File: src/rtl/branch_cmp_pipe.sv
// Pipelined RV32I branch comparator: valid/ready flow control, flush, tag passthrough, mispredict flag.
// Define BRCMP_PERF_CNT_EN to add saturating taken/mispredict/illegal result counters.
module branch_cmp_pipe #(
   parameter int unsigned WIDTH  = 32,
   parameter int unsigned STAGES = 2,
   parameter int unsigned TAG_W  = 4
) (
   input  logic             clk,
   input  logic             rst,
   input  logic             flush,
   input  logic             in_valid,
   output logic             in_ready,
   input  logic [2:0]       in_cmpop,
   input  logic [WIDTH-1:0] in_a,
   input  logic [WIDTH-1:0] in_b,
   input  logic [TAG_W-1:0] in_tag,
   input  logic             in_pred_taken,
   output logic             out_valid,
   input  logic             out_ready,
   output logic             out_br_en,
   output logic             out_illegal,
   output logic             out_mispredict,
   output logic [TAG_W-1:0] out_tag
`ifdef BRCMP_PERF_CNT_EN
   ,
   output logic [31:0]      cnt_taken,
   output logic [31:0]      cnt_mispredict,
   output logic [31:0]      cnt_illegal
`endif
);

   typedef enum logic [2:0] {
      F3_BEQ  = 3'b000,
      F3_BNE  = 3'b001,
      F3_ILL2 = 3'b010,
      F3_ILL3 = 3'b011,
      F3_BLT  = 3'b100,
      F3_BGE  = 3'b101,
      F3_BLTU = 3'b110,
      F3_BGEU = 3'b111
   } branch_funct3_t;

   branch_funct3_t op;
   logic           cmp_br;
   logic           cmp_ill;
   logic           cmp_mis;
   logic           accept;

   logic [STAGES-1:0] valid_q;
   logic [STAGES-1:0] adv;
   logic              br_q  [STAGES];
   logic              ill_q [STAGES];
   logic              mis_q [STAGES];
   logic [TAG_W-1:0]  tag_q [STAGES];

   assign op = branch_funct3_t'(in_cmpop);

   always_comb begin
      cmp_br  = 1'b0;
      cmp_ill = 1'b0;
      unique case (op)
         F3_BEQ:  cmp_br = (in_a == in_b);
         F3_BNE:  cmp_br = (in_a != in_b);
         F3_BLT:  cmp_br = ($signed(in_a) <  $signed(in_b));
         F3_BGE:  cmp_br = ($signed(in_a) >= $signed(in_b));
         F3_BLTU: cmp_br = (in_a <  in_b);
         F3_BGEU: cmp_br = (in_a >= in_b);
         default: cmp_ill = 1'b1;
      endcase
   end

   assign cmp_mis = cmp_br ^ in_pred_taken;

   // Stage k advances iff some stage at or beyond k is empty, or the consumer is
   // ready; this is the unrolled form of the per-stage advance chain.
   always_comb begin
      logic full_tail;
      adv       = '0;
      full_tail = 1'b1;
      for (int unsigned k = 0; k < STAGES; k++) begin
         full_tail = 1'b1;
         for (int unsigned j = k; j < STAGES; j++) begin
            full_tail = full_tail & valid_q[j];
         end
         adv[k] = out_ready | ~full_tail;
      end
   end

   assign in_ready = adv[0] & ~flush;
   assign accept   = in_valid & in_ready;

   always_ff @(posedge clk) begin
      if (rst) begin
         valid_q <= '0;
         for (int unsigned k = 0; k < STAGES; k++) begin
            br_q[k]  <= 1'b0;
            ill_q[k] <= 1'b0;
            mis_q[k] <= 1'b0;
            tag_q[k] <= '0;
         end
      end else begin
         if (flush) begin
            valid_q <= '0;
         end else begin
            if (adv[0]) valid_q[0] <= accept;
            for (int unsigned k = 1; k < STAGES; k++) begin
               if (adv[k]) valid_q[k] <= valid_q[k-1];
            end
         end

         // Payload only moves with a real entry, so post-reset zeros persist until first use.
         if (accept) begin
            br_q[0]  <= cmp_br;
            ill_q[0] <= cmp_ill;
            mis_q[0] <= cmp_mis;
            tag_q[0] <= in_tag;
         end
         for (int unsigned k = 1; k < STAGES; k++) begin
            if (adv[k] && valid_q[k-1] && !flush) begin
               br_q[k]  <= br_q[k-1];
               ill_q[k] <= ill_q[k-1];
               mis_q[k] <= mis_q[k-1];
               tag_q[k] <= tag_q[k-1];
            end
         end
      end
   end

   assign out_valid      = valid_q[STAGES-1];
   assign out_br_en      = br_q[STAGES-1];
   assign out_illegal    = ill_q[STAGES-1];
   assign out_mispredict = mis_q[STAGES-1];
   assign out_tag        = tag_q[STAGES-1];

`ifdef BRCMP_PERF_CNT_EN
   logic out_hs;

   // A handshake in the flush cycle still counts: the consumer took that result.
   assign out_hs = out_valid & out_ready;

   always_ff @(posedge clk) begin
      if (rst) begin
         cnt_taken      <= '0;
         cnt_mispredict <= '0;
         cnt_illegal    <= '0;
      end else if (out_hs) begin
         if (out_br_en && (cnt_taken != '1))           cnt_taken      <= cnt_taken + 32'd1;
         if (out_mispredict && (cnt_mispredict != '1)) cnt_mispredict <= cnt_mispredict + 32'd1;
         if (out_illegal && (cnt_illegal != '1))       cnt_illegal    <= cnt_illegal + 32'd1;
      end
   end
`endif

endmodule
File: config.mk
export PLATFORM = sky130hd
export DESIGN_NAME = branch_cmp_pipe
export DESIGN_NICKNAME = d
export VERILOG_FILES = /design/src/rtl/branch_cmp_pipe.sv
export SDC_FILE = /design/constraint.sdc
export NUM_CORES = 1
export LEC_CHECK = 0
export CAP_MARGIN = 20
export CORE_UTILIZATION = 43
export CTS_CLUSTER_DIAMETER = 30
export DETAILED_ROUTE_END_ITERATION = 8
export GPL_TIMING_DRIVEN = 0
export PLACE_DENSITY = 0.84
export SETUP_SLACK_MARGIN = 0.1
export SLEW_MARGIN = 15
export SYNTH_ARGS = -nofsm -noshare
export SYNTH_HDL_FRONTEND = slang
export SYNTH_SLANG_ARGS = --single-unit
File: constraint.sdc
create_clock -name clk -period 4.61 [get_ports clk]
set_input_delay 0.6915 -clock clk [delete_from_list [all_inputs] [get_ports clk]]
set_output_delay 0.6915 -clock clk [all_outputs]
set_load 0.05 [all_outputs]
After elaboration in Yosys (flattened, before gate mapping)
Memory sizes are Yosys's and may differ from the RTL's. Cells that the tools add are included.

Memories kept: 4. Output and inout port bits: 9. Bits of input ports: 77. Logic and storage cells: 58. Bits in registers: 2. RAM bits: 14.

Memory list: tag_q (words 2, width 4, rd ports 2, clocked after Yosys merged registers in 0, wr ports 2, RTL line 54) `logic [TAG_W-1:0] tag_q [STAGES];`; br_q (words 2, width 1, rd ports 2, clocked after Yosys merged registers in 0, wr ports 2, RTL line 51) `logic br_q [STAGES];`; ill_q (words 2, width 1, rd ports 2, clocked after Yosys merged registers in 0, wr ports 2, RTL line 52) `logic ill_q [STAGES];`; mis_q (words 2, width 1, rd ports 2, clocked after Yosys merged registers in 0, wr ports 2, RTL line 53) `logic mis_q [STAGES];`.

Reduce and logical (&&, ||, !) cells: 6. Eq/ne operators: 7. Muxes and demuxes: 18. Bitwise gates (word level): 17. Magnitude comparators: 4.

Operators by type and width (number): 32-bit greater-or-equal comparator (2); 32-bit less-than comparator (2); 32-bit equality test (1); 32-bit inequality test (1); 1-bit two-way mux (15); 3-bit equality test (second input constant) (4); 1-bit OR (10); 4-bit two-way mux (2); 1-bit one-hot mux with 6 select lines (1); 6-bit OR reduction (1); 1-bit AND (3); 3-bit by 1-bit equality test with 1-bit output (second input constant) (1); 3-bit logical NOT (1); 1-bit NOT (3); 1-bit logical AND (2); 2-bit OR reduction (1); 1-bit logical NOT (1); 1-bit XOR (1).

Longest topological paths before layout
Depth in word-level cells: 9. Mapped depth: 10. Depth with buffers taken out: 10.

Worst setup path before layout
Ideal clock, no wire load.

Path kind: in2reg. From: in in_b[31]. To: mem mis_q[0][0], data pin. Setup time: 0.262 ns. Data required time: 4.348 ns. Arrival time: 2.589 ns. Cell stages on the path: 10. Path slack: 1.759 ns. Cells stage by stage: inv_1 > ha_1 > nand4_4 > nor2_1 > a221o_1 > a211o_2 > a31oi_2 > mux2_1 > o2111ai_1 > nand2_1.

RTL lines: from (decl) (RTL line 15) `input logic [WIDTH-1:0] in_b,`; to (decl) (RTL line 53).

==> results.md <==
- Fmax: 307.9 MHz
- CTS tree: yes
- Routability-driven placement congestion ratio: 0.7482
- Ports: 86
- First-pass GRT wire length: 5747 um
- Total Die Area: 4051 um2
- XOR/XNOR Fraction of Synth Area: 0.5360%
- CTS max path bufs: 2
- DR vias: 1533
- Core footprint: 3661 um2
- Synth-to-Final Area Change: 58.50%
- Final Worst Setup Slack: 1362 ps
- Combinational family with the most area after synthesis: adder cells
- Crit path kind: input pin to flop
- Worst Path Arrival: 3240 ps
- Post-route cell area: 2590 um2
- Synth Area in Compound Gates: 14.70%
- Post-synth EDFFs: 14
- Lkg Pwr: 1.197 nW
- Global route overflow: 0
- Total GRT Usage: 17.49%
- Max_cap viols: 0
- Die X: 63.65 um
- Final min period: 3248 ps
- Critical path required time: 4610 ps
- Area of the mapped netlist: 1634 um2
- Placed insts: 312
- Multiplexer share of the synthesized area: 0.6891%
- H-tree Lvls: 1
- Final nets: 378
- Number of fill cells in the layout: 284
- Min-delay worst type: flop to flop
- Fin cells: 316
- Unique masters post-synth: 42
- PortBufs: 85
- Worst Setup End Kind: flop
- Multi-input logic area: 1005 um2
- Initial antenna violation count: 0
- Cts bufs inserted: 3
- Register area share after synthesis: 28.18%
- Routed wire length: 3221 um
- First-pass DRT Iterations: 4
- Initial Utilization: 44.63%
- Post-CTS Hold Buffers: 0
- Startpoint types: input pin
- RSZ-0062 raised after global routing: no
- Syn Area/Cell: 9.129 um2
- Worst slew pin tran: 908.0 ps
- Ant. Diodes: 0
- Post-CTS Setup Inserts: 0
- Ratio of cells with drive above 1 in the final layout: 6.343%
- Final setup vio count: 0
- Rows: 22
- Worst IR Drop VDD: 0.00008911 V
- Final Cycle Share: 70.45%
- Number of routed nets with antenna violations: 0
- Initial drt markers: 22
- Status: completed
- Placed standard-cell area: 2545 um2
- # DRC: 0
- Rel. slew slack: 38.91%
- Worst-path clk slew: 60 ps
- Vias in the first global route: 1463
- Clk root buf: clkbuf_8
- Simple-gate area share of the yosys netlist: 21.06%
- Synth Warn #: 0
- Dpl ws: 1089 ps
- Clock Skew: 2.059 ps
- Fin util: 70.75%
- Power after layout: 449.4 uW
- Storage element area: 460.4 um2
- Most frequent cells in the layout: 85 x clkdlybuf4s50_1, 36 x inv_1, 32 x ha_1
- Main synth FF type: edfxtp_1
- Cts repair resizes: 0
- Routed WL per cell: 10.19 um
- Power per cell area: 173.5 nW/um2
- WHS: 513.3 ps
- Via density: 4.851
- HPWL Detailed: 2924 um
- Final Hold Viols: 0
- Post-Syn Nets: 288
- FF+latch count, synth: 16
- Post-Route Setup TNS: 0 ps
- Most common cell after layout, fill and taps aside: clkdlybuf4s50_1
- Max-slew violation count: 0
- Post-Synth Adder-Cell Area: 24.50%
- Async SR Flop Fraction: 0%
- Worst-path maximum fanout: 4
- Clock Sinks: 16
- Post-Syn Instances: 179
- Largest net degree at the start of global routing: 11
- Worst skew pair latency: 250 ps
- Die height: 63.65 um
[worst paths after layout]
path | start | end | slack (ps) | cells after the start
worst max register to register | valid_q[1] | mis_q[0][0] | 2510 | 6
worst min register to register | tag_q[0][2] | tag_q[0][6] | 510 | 1
worst min-delay path | tag_q[0][2] | tag_q[0][6] | 510 | 1
worst max-delay path | in_b[31] | mis_q[0][0] | 1360 | 11
[synth_stat cells, drive strengths merged (2+ instances only)]
master | n | area [um2]
nand4 | 8 | 71.32
nand3 | 3 | 20.02
a21oi | 15 | 75.07
and2 | 13 | 82.58
dfxtp | 2 | 40.04
ha | 32 | 400.4
o21ai | 2 | 10.00
nor2 | 7 | 26.28
nor3 | 5 | 30.03
edfxtp | 14 | 420.4
buf | 4 | 30.03
a211o | 3 | 27.53
inv | 36 | 135.1
o21a | 2 | 15.01
nor2b | 2 | 12.51
nand2 | 9 | 33.78
a21o | 2 | 15.01
nor3b | 3 | 22.52
nor4 | 2 | 27.53
[area by class of cell]
cell class	instances	share of cell area, %
well taps	48	2.319
clock inverters	1	0.1449
clock buffers	3	1.594
flip-flops and latches	16	17.78
plain buffers	5	1.304
inverters	36	5.217
repair buffers	85	32.85
multi-input cells	122	38.79
[state kept, by name (all words and copies together), names as in the netlist]
signal and count:
tag_q 8, br_q 2, ill_q 2, valid_q 2, mis_q 2
[worst max-delay path: stages]
cell and delay, ps:
clkdlybuf4s50_1 450, inv_1 40, ha_1 340, nand4_4 150
nor2_1 90, a221o_1 340, a211o_2 320, a31oi_2 200
mux2_1 380, o2111ai_1 180, nand2_1 70
[kinds of logic (layout without fill, tap and decap cells)]
kind of cell	count (synthesis)	in the layout
compound gates	34	34
xor+xnor	1	1
fa+ha+maj	32	32
buf+inv	41	130
flops	16	16
mux	1	1
simple gates	54	54
[per-layer routing]
metal  vias to the layer above  routed length, um  track usage, %
met5                         -                  0               0
met4                         0                 36           5.114
met3                         5                147           1.449
met2                        49               1668           34.18
met1                       671               1369           19.64
li1                        808                  -               -
[power by group]
group	switching (mW)	internal [mW]	leakage, nW
Combinational	0.0753	0.103	1.01
Clock	0.0443	0.0590	0.0231
Sequential	0.00178	0.166	0.164
Total	0.121	0.328	1.20
(Power assumes the default switching activity.)
